$ cat config.mk
export PLATFORM = sky130hd
export DESIGN_NAME = regfile_mp
export DESIGN_NICKNAME = d
export VERILOG_FILES = /design/src/rtl/regfile_pkg.sv /design/src/rtl/regfile_wr_arb.sv /design/src/rtl/regfile_mp.sv
export SDC_FILE = /design/constraint.sdc
export NUM_CORES = 2
export LEC_CHECK = 0
export BUFFER_PORTS_ARGS = -buffer_cell sky130_fd_sc_hd__buf_2
export CAP_MARGIN = 10
export CORE_ASPECT_RATIO = 2
export CORE_MARGIN = 4
export CORE_UTILIZATION = 55
export CTS_CLUSTER_SIZE = 28
export DETAILED_ROUTE_END_ITERATION = 16
export GPL_ROUTABILITY_DRIVEN = 0
export PLACE_DENSITY_LB_ADDON = 0.15
export RECOVER_POWER = 25
export SETUP_SLACK_MARGIN = 0.02
export SYNTH_ARGS = -nofsm -noshare
export SYNTH_HDL_FRONTEND = slang
export SYNTH_SLANG_ARGS = --single-unit
$ cat constraint.sdc
create_clock -name clk -period 45.6 [get_ports clk]
set_clock_uncertainty 0.05 [all_clocks]
set_input_delay 4.56 -clock clk [delete_from_list [all_inputs] [get_ports clk]]
set_output_delay 4.56 -clock clk [all_outputs]
set_load 0.01 [all_outputs]
$ cat src/rtl/regfile_pkg.sv
// Shared definitions for the multi-port register file.
//   svc_state_t : environment-service FSM states (IDLE, REQ, HALTED)
//   A0, A1      : ABI register indices whose values are handed to the
//                 environment on an ecall (x10 and x11)
package regfile_pkg;

  typedef enum logic [1:0] {
    IDLE   = 2'd0,
    REQ    = 2'd1,
    HALTED = 2'd2
  } svc_state_t;

  localparam int unsigned A0 = 10;
  localparam int unsigned A1 = 11;

endpackage

$ cat src/rtl/regfile_wr_arb.sv
// Write-port priority selector for a single register index.
// Reports whether any enabled write port targets i_index and, if so, which
// data wins. The highest-numbered matching port wins. Index 0 never matches
// because x0 is hard-wired to zero.
// Ports:
//   i_index    : register index being resolved
//   i_wb_en    : per-port write enable (already gated by the caller)
//   i_rd_index : per-port destination index
//   i_wb_data  : per-port write data
//   o_hit      : some enabled port writes i_index
//   o_data     : data from the winning port (0 when no hit)
module regfile_wr_arb #(
  parameter int XLEN = 32,
  parameter int AW   = 5,
  parameter int NWR  = 2
) (
  input  logic [AW-1:0]            i_index,
  input  logic [NWR-1:0]           i_wb_en,
  input  logic [NWR-1:0][AW-1:0]   i_rd_index,
  input  logic [NWR-1:0][XLEN-1:0] i_wb_data,
  output logic                     o_hit,
  output logic [XLEN-1:0]          o_data
);

  always_comb begin
    // NOTE: every output gets a default before the loop so no latch is
    // inferred; blocking assignments let later (higher) ports overwrite
    // earlier ones, which is exactly the priority rule.
    o_hit  = 1'b0;
    o_data = '0;
    for (int p = 0; p < NWR; p++) begin
      if (i_wb_en[p] && (i_rd_index[p] == i_index) && (i_index != '0)) begin
        o_hit  = 1'b1;
        o_data = i_wb_data[p];
      end
    end
  end

endmodule

$ cat src/rtl/regfile_mp.sv
// Multi-port register file with optional write-to-read forwarding and a
// small environment-service handshake (ecall -> request -> halt/resume).
// Ports:
//   clk, reset     : rising-edge clock, asynchronous active-high reset
//   wb_en/rd_index/wb_data : NWR write ports
//   rs_index/rs_data_out   : NRD combinational read ports
//   ecall_sig      : one-cycle environment-call pulse
//   svc_valid/svc_ready    : service request handshake
//   svc_a0/svc_a1  : x10/x11 captured when the ecall is accepted
//   stall          : core must hold while a request is pending
//   halt           : sticky, cleared only by reset
// NREGS must exceed A1 so that x10/x11 exist.
module regfile_mp
  import regfile_pkg::*;
#(
  parameter  int XLEN   = 32,
  parameter  int NREGS  = 32,
  parameter  int NRD    = 2,
  parameter  int NWR    = 2,
  parameter  int BYPASS = 1,
  localparam int AW     = $clog2(NREGS)
) (
  input  logic                     clk,
  input  logic                     reset,
  input  logic [NWR-1:0]           wb_en,
  input  logic [NWR-1:0][AW-1:0]   rd_index,
  input  logic [NWR-1:0][XLEN-1:0] wb_data,
  input  logic [NRD-1:0][AW-1:0]   rs_index,
  output logic [NRD-1:0][XLEN-1:0] rs_data_out,
  input  logic                     ecall_sig,
  output logic                     svc_valid,
  input  logic                     svc_ready,
  output logic [XLEN-1:0]          svc_a0,
  output logic [XLEN-1:0]          svc_a1,
  output logic                     stall,
  output logic                     halt
);

  svc_state_t         r_state;
  svc_state_t         w_next;
  logic [XLEN-1:0]    r_regs [NREGS];
  logic [XLEN-1:0]    r_svc_a0;
  logic [XLEN-1:0]    r_svc_a1;

  logic               w_wr_allow;
  logic [NWR-1:0]     w_wb_en;
  logic [NREGS-1:0]   w_st_hit;
  logic [XLEN-1:0]    w_st_data [NREGS];
  logic [XLEN-1:0]    w_a0_fwd;
  logic [XLEN-1:0]    w_a1_fwd;

  // Writes commit only in IDLE: the ecall cycle itself is still IDLE, so its
  // writes land; REQ (stalled) and HALTED discard them. Forwarding uses the
  // same gated enables so a read never sees a write that will not commit.
  assign w_wr_allow = (r_state == IDLE);
  assign w_wb_en    = wb_en & {NWR{w_wr_allow}};

  // Storage update: one arbiter per register index.
  for (genvar i = 0; i < NREGS; i++) begin : g_st_arb
    regfile_wr_arb #(.XLEN(XLEN), .AW(AW), .NWR(NWR)) u_arb (
      .i_index    (AW'(i)),
      .i_wb_en    (w_wb_en),
      .i_rd_index (rd_index),
      .i_wb_data  (wb_data),
      .o_hit      (w_st_hit[i]),
      .o_data     (w_st_data[i])
    );
  end

  // NOTE: the architectural state must clear on reset, so the storage array
  // is reset here even though that rules out inferring a RAM macro.
  always_ff @(posedge clk or posedge reset) begin
    if (reset) begin
      for (int i = 0; i < NREGS; i++) r_regs[i] <= '0;
    end else begin
      // The arbiter never hits index 0, so r_regs[0] stays zero.
      for (int i = 0; i < NREGS; i++) begin
        if (w_st_hit[i]) r_regs[i] <= w_st_data[i];
      end
    end
  end

  // Read ports.
  for (genvar q = 0; q < NRD; q++) begin : g_rd
    if (BYPASS != 0) begin : g_byp
      logic            w_hit;
      logic [XLEN-1:0] w_data;
      regfile_wr_arb #(.XLEN(XLEN), .AW(AW), .NWR(NWR)) u_arb (
        .i_index    (rs_index[q]),
        .i_wb_en    (w_wb_en),
        .i_rd_index (rd_index),
        .i_wb_data  (wb_data),
        .o_hit      (w_hit),
        .o_data     (w_data)
      );
      assign rs_data_out[q] = w_hit ? w_data : r_regs[rs_index[q]];
    end else begin : g_nobyp
      assign rs_data_out[q] = r_regs[rs_index[q]];
    end
  end

  // x10/x11 as they will be after this edge, so a write presented in the
  // ecall cycle is what the environment sees.
  assign w_a0_fwd = w_st_hit[A0] ? w_st_data[A0] : r_regs[A0];
  assign w_a1_fwd = w_st_hit[A1] ? w_st_data[A1] : r_regs[A1];

  // Service FSM state register.
  always_ff @(posedge clk or posedge reset) begin
    if (reset) r_state <= IDLE;
    else       r_state <= w_next;
  end

  // Next state and outputs. Outputs decode the state only, so reset clears
  // them immediately without waiting for a clock.
  always_comb begin
    w_next    = r_state;
    svc_valid = 1'b0;
    stall     = 1'b0;
    halt      = 1'b0;
    case (r_state)
      IDLE: begin
        if (ecall_sig) w_next = REQ;
      end
      REQ: begin
        svc_valid = 1'b1;
        stall     = 1'b1;
        // ecall_sig is deliberately not looked at here.
        if (svc_ready) w_next = (r_svc_a0 == '0) ? HALTED : IDLE;
      end
      HALTED: begin
        halt = 1'b1;
      end
      default: w_next = IDLE;
    endcase
  end

  // Argument capture: only an ecall accepted from IDLE loads new values, so
  // they stay stable through REQ and ignore any repeated ecall.
  always_ff @(posedge clk or posedge reset) begin
    if (reset) begin
      r_svc_a0 <= '0;
      r_svc_a1 <= '0;
    end else if ((r_state == IDLE) && ecall_sig) begin
      r_svc_a0 <= w_a0_fwd;
      r_svc_a1 <= w_a1_fwd;
    end
  end

  assign svc_a0 = r_svc_a0;
  assign svc_a1 = r_svc_a1;

endmodule
# After elaboration in Yosys (flattened, before gate mapping)
# Cells that the tools add are included.
# W data, S select, Z words.
# op_classes
muxes,148
eq_ne,70
n_reduce_logical,76
magnitude_cmp,2
n_bitwise,4
# ops
cell,count
$mux W32,74
$bmux W32 S5,2
$eq A5 B5 Y1 const B,32
$eq A5 B4 Y1 const B,16
$logic_and A1 B1 Y1,71
$mux W1,68
$eq A5 B3 Y1 const B,8
$logic_not A32 Y1,1
$eq A5 B2 Y1 const B,4
$eq A5 B5 Y1,4
$ge A6 B6 Y1 const B,2
$not A5 Y6,2
$eq A5 B1 Y1 const B,2
$reduce_bool A5 Y1,2
$mux W2,3
$pmux W2 S3,1
$ne A2 B2 Y1 const B,2
$reduce_and A3 Y1,1
$and A2 B2 Y2,1
$eq A2 B1 Y1 const B,1
$eq A2 B2 Y1 const B,1
$logic_not A2 Y1,1
$not A1 Y1,1
# totals
reg_bits,1058
word_cells,334
output_inout_bits,131

# Depth between registers and ports, before layout
# logic_depth
depth_word,7
ltp_mapped,11
depth_no_buf,6

# Cells and area by module
# From an unflattened synthesis, not the netlist that was laid out.
# hier_totals
cells_unflattened,7706
hier_area_um2,91776.8
# modules_own_cells
mod,area_each_um2,n_inst,cells_per_inst
regfile_mp,58637.5,1,4476
regfile_wr_arb,974.7,34,95

# Least setup slack after synthesis
# Ideal clock, no wire load.
# synth_timing
path_kind,input -> output
start,input rs_index[1] (netlist bit)
end,output rs_data_out[10] (netlist bit)
arrival_time_ns,6.516
required_ns,40.990
cell_stages,7
path_slack_ns,34.474
n_path_buf,2
cell_sequence,buf_4 clkbuf_1 mux4_2 mux2_2 a21oi_1 nor3_1 a221o_1
# synth_rtl
item,line_no,source
"start, declared",regfile_mp.sv:28,"input logic [NRD-1:0][AW-1:0] rs_index,"
"end, declared",regfile_mp.sv:29,"output logic [NRD-1:0][XLEN-1:0] rs_data_out,"

==> run summary <==
The total count of hold-check failures in the final report came to 0. The count of buffers from port buffering is 220. The register-to-register setup slack is 39830 ps. After synthesis, the share of flip-flops with an asynchronous set or reset is 1.00. The wire length of the first global-routing pass is 388000 um. Measured against its own limit, the worst slew margin works out to -2.13. The proportion of layout cells with a drive suffix above 1 is 0.180.

The switching power is 1.27 mW. The sum of negative setup slack came out at 0 ps. The number of nets still failing antenna checks after routing came out at 0. The area of the placeable core came out at 119000 sq um. The depth of the worst register-to-register path is 6. The die covers 126000 sq um.

STA classifies the critical path startpoint as an input port. Of the synthesized area, sequential elements account for 0.402. The register share of total power came out at 0.440. The post-route total power came out at 3.61 mW. The critical path is of the in -> out type. In this run, distinct cell masters in the synthesized netlist total 70. The number of synthesized flops with an enable pin is 0.

The average cell area after synthesis is 10.4 sq um. The worst-skew pair later-pin latency is 740 ps. The number of cells upsized or downsized after cts came out at 0. The footprint of the multi-input gates came out at 36100 sq um. The leakage component of the power is 32.3 nW. The endpoint type of the worst setup path is a primary output. The total routed wirelength came out at 270000 um. The via count of the first global-routing pass came out at 54700. The synthesis-stage register bit count is 1058. Timing analysis after detailed placement gives a worst setup slack of 32240 ps. After filler insertion, the fill cell instance count of the layout stands at 10100. The net total in the final layout is 6117.

The area fraction in compound gates after synthesis is 0.130. Dividing the detail-routed wire length by the instance count gives 35.3 um. Of the post-synthesis cell area, the part taken by muxes is 0.324. The site row count is 179. The checks that failed: capacitance limit, slew limit.

The number of vias after detailed routing is 55300. Following the worst setup path forward leads to its endpoint at rs_data_out[36]. The xor and xnor fraction of the mapped netlist area is 0.00266.

The total overflow left after global routing is 0. The remaining routing DRC violations came out at 0. Subtracting the final worst setup slack from the clock period gives 13760 ps. The initial utilization of the core area, before any placement, comes to 0.553. By area the synthesized netlist is led by dfrtp_1 40%, mux4_2 15%, mux2i_1 15%. The count of pins on the block boundary came out at 221. The critical path required time came out at 40990 ps. The cell count after placement is 7464. The path class of the tightest hold or removal check is reg -> reg.

The worst setup path startpoint is rs_index[5]. The count of pins over their slew limit came out at 1112. Entering global routing, the biggest net connects 154 pins. The number of H-tree branching levels came out at 3. Counting every instance in the synthesized netlist gives 6354. The data arrival at the endpoint of the critical path is 9150 ps. The total of endpoints with negative setup slack in the final report is 0. The synthesized netlist occupies a cell area of 65800 sq um.

The slew at the pin with the worst max-slew slack is 4660 ps. The switching power share of the total came out at 0.352. The clock tree root buffer cell is clkbuf_16.

The run finished, with violations left. The number of nets in the synthesized netlist came out at 6444. Max-cap violations in this run came to 25. TritonCTS built the clock tree. On the final layout, the worst hold slack is 431 ps. For this run, the detailed router's first-pass iteration total came to 10. The mean number of vias per cell is 7.22. The top flip-flop cell by instance count after synthesis is dfrtp_1.

The peak supply drop is 0.0000394 V. Of the total power, combinational logic draws 0.317. The detailed placer's ending HPWL came out at 162000 um.

For this run, the number of Yosys warnings is 0. The number of buffers inserted by hold repair at cts came out at 0. The peak clock frequency supported by timing is 72.7 MHz. The total number of clock tree sinks came out at 1058. The worst-case setup margin in the final layout is 31840 ps. The power per cell area is 51.6 nW/um^2. The finished layout holds 7655 standard cells, fillers aside. The startpoint identified for the worst register-to-register timing path is r_state[0]. The violation count after the first detailed-routing iteration came out at 7833. The synthesis-to-finish area growth is 6.36%. The share of total power dissipated in the clock network is 0.243.

The adder-cell area share of the yosys netlist is 0. In this run the critical register-to-register path is captured at r_regs[131]. Of all cell types, the one taking the most synthesized area is dfrtp_1. The horizontal extent of the die came out at 253 um.

The initial antenna violation count is 17. The cell-internal power is 2.34 mW. The maximum fanout encountered on the critical timing path is 70. The clock buffer count from CTS is 99.

Of the total synthesized cell area, the portion taken by AND, OR, NAND and NOR gates is 0.0881. The setup fix buffers added after clock tree synthesis is 0. Across the whole layout, storage elements account for 26500 sq um. The deepest clock path buffer count is 3. For this run, the total global-route usage over all layers was measured as 0.425.

The die boundary height is 497 um. After clock tree synthesis, the clock-pin slew on the worst setup and hold paths is 60 ps. The share of the clock period used by the worst path after layout is 0.302. The proportion of netlist area held by the largest area contributor came out at 0.402. Setup repair after global routing left no endpoint under its margin.

The dominant combinational cell family by area after synthesis is multiplexers.
## final cells by class
class / instances / area share
Antenna cell: 15 / 0.000536
Clock buffer: 141 / 0.0404
Clock inverter: 35 / 0.00622
Inverter: 60 / 0.00324
Multi-Input combinational cell: 4466 / 0.515
Sequential cell: 1058 / 0.378
Tap cell: 1538 / 0.0275
Timing Repair Buffer: 342 / 0.0286
## cell families (layout without fill, tap and decap cells)
kind of cell,Yosys count,count (layout)
xor gates and xnor gates,20,20
muxes,1555,1555
buffers and inverters,830,578
other,0,15
AOI/OAI and AO/OA,1485,1485
and+or+nand+nor,1406,1406
DFF,1058,1058
## per-stage QoR
stage	cell area [sq um]	util
after floorplan	65800	-
after global placement	66900	0.563
after detailed placement	67000	0.563
after CTS	70200	0.590
after global routing	70000	0.588
final	70000	0.589
## state kept, by name, summed over array words and instances, names as in the netlist
register	cells
r_state	2
svc_a1	32
svc_a0	32
r_regs	992
## layout by cell type (no fill, tap or decap), types with 55 or more instances in the layout
cell type  Yosys  final
dfrtp_1     1058   1058
clkbuf_16      0    100
nand2_1      454    436
clkbuf_1     483    106
nor2_1       790    782
mux2_2       155    155
buf_4         40    107
mux2i_1      957    957
o21ai_0      336    337
mux4_2       443    443
a21oi_1      774    774
inv_1         59     58
a222oi_1      55     55
buf_2        167    143
## power groups by stage
| stage | combinational, mW | clock [mW] | sequential, mW |
|---|---|---|---|
| floorplan | 0.817 | 0 | 1.49 |
| global placement | 1.09 | 0 | 1.56 |
| detailed placement | 1.12 | 0 | 1.59 |
| CTS | 1.13 | 0.880 | 1.57 |
| global route | 1.22 | 0.918 | 1.62 |
| finish | 1.14 | 0.878 | 1.59 |
## critical path, stage by stage
cell     delay, ps
buf_8          610
buf_4          830
buf_4          650
mux4_2         580
mux2i_1        960
o32ai_1        180
nor2_1         180
a21oi_1        240
buf_2          230
## metal layers
metal  track usage  routed length [um]  vias to the layer above
met5       0.00274                  18                        -
li1              -                   -                    22500
met4         0.363               30400                        4
met2         0.639              120000                     4241
met3         0.125               31700                     1430
met1         0.495               87800                    27100
## synthesized netlist by cell type, types with 4 or more instances
cell      number
a22oi_1       37
o32ai_1        5
o22ai_1       48
a211oi_1      27
o31ai_1       30
nor4_1         7
a221o_1       29
buf_1         77
a311oi_1       9
a21oi_1      774
a31oi_1        4
xor2_1         7
a22o_1         7
nor2_1       790
a222oi_1      55
nor2b_1       25
o21ai_0      336
o21ai_1       46
nor3_2         5
xnor2_1       13
and3_1         4
dfrtp_1     1058
nand2_1      454
mux4_2       443
buf_4         40
nor3_1        29
nand4_1       15
nand3_1       15
buf_2        167
mux2i_1      957
clkbuf_1     483
o221a_2       15
nor2_2         6
a221oi_1      35
inv_1         59
o211ai_1      12
mux2_2       155
nand2b_1      25
## worst min path at each step
stage / from / cells after the start / endpoint
after global routing: svc_a1[5] / 2 / svc_a1[5]
after detailed placement: svc_a1[16] / 2 / svc_a1[16]
after floorplan: r_regs[480] / 2 / r_regs[480]
after global placement: svc_a1[11] / 2 / svc_a1[11]
after CTS: svc_a1[16] / 2 / svc_a1[16]
final: svc_a1[16] / 2 / svc_a1[16]
Note: power is estimated with default switching activity, not from simulation.
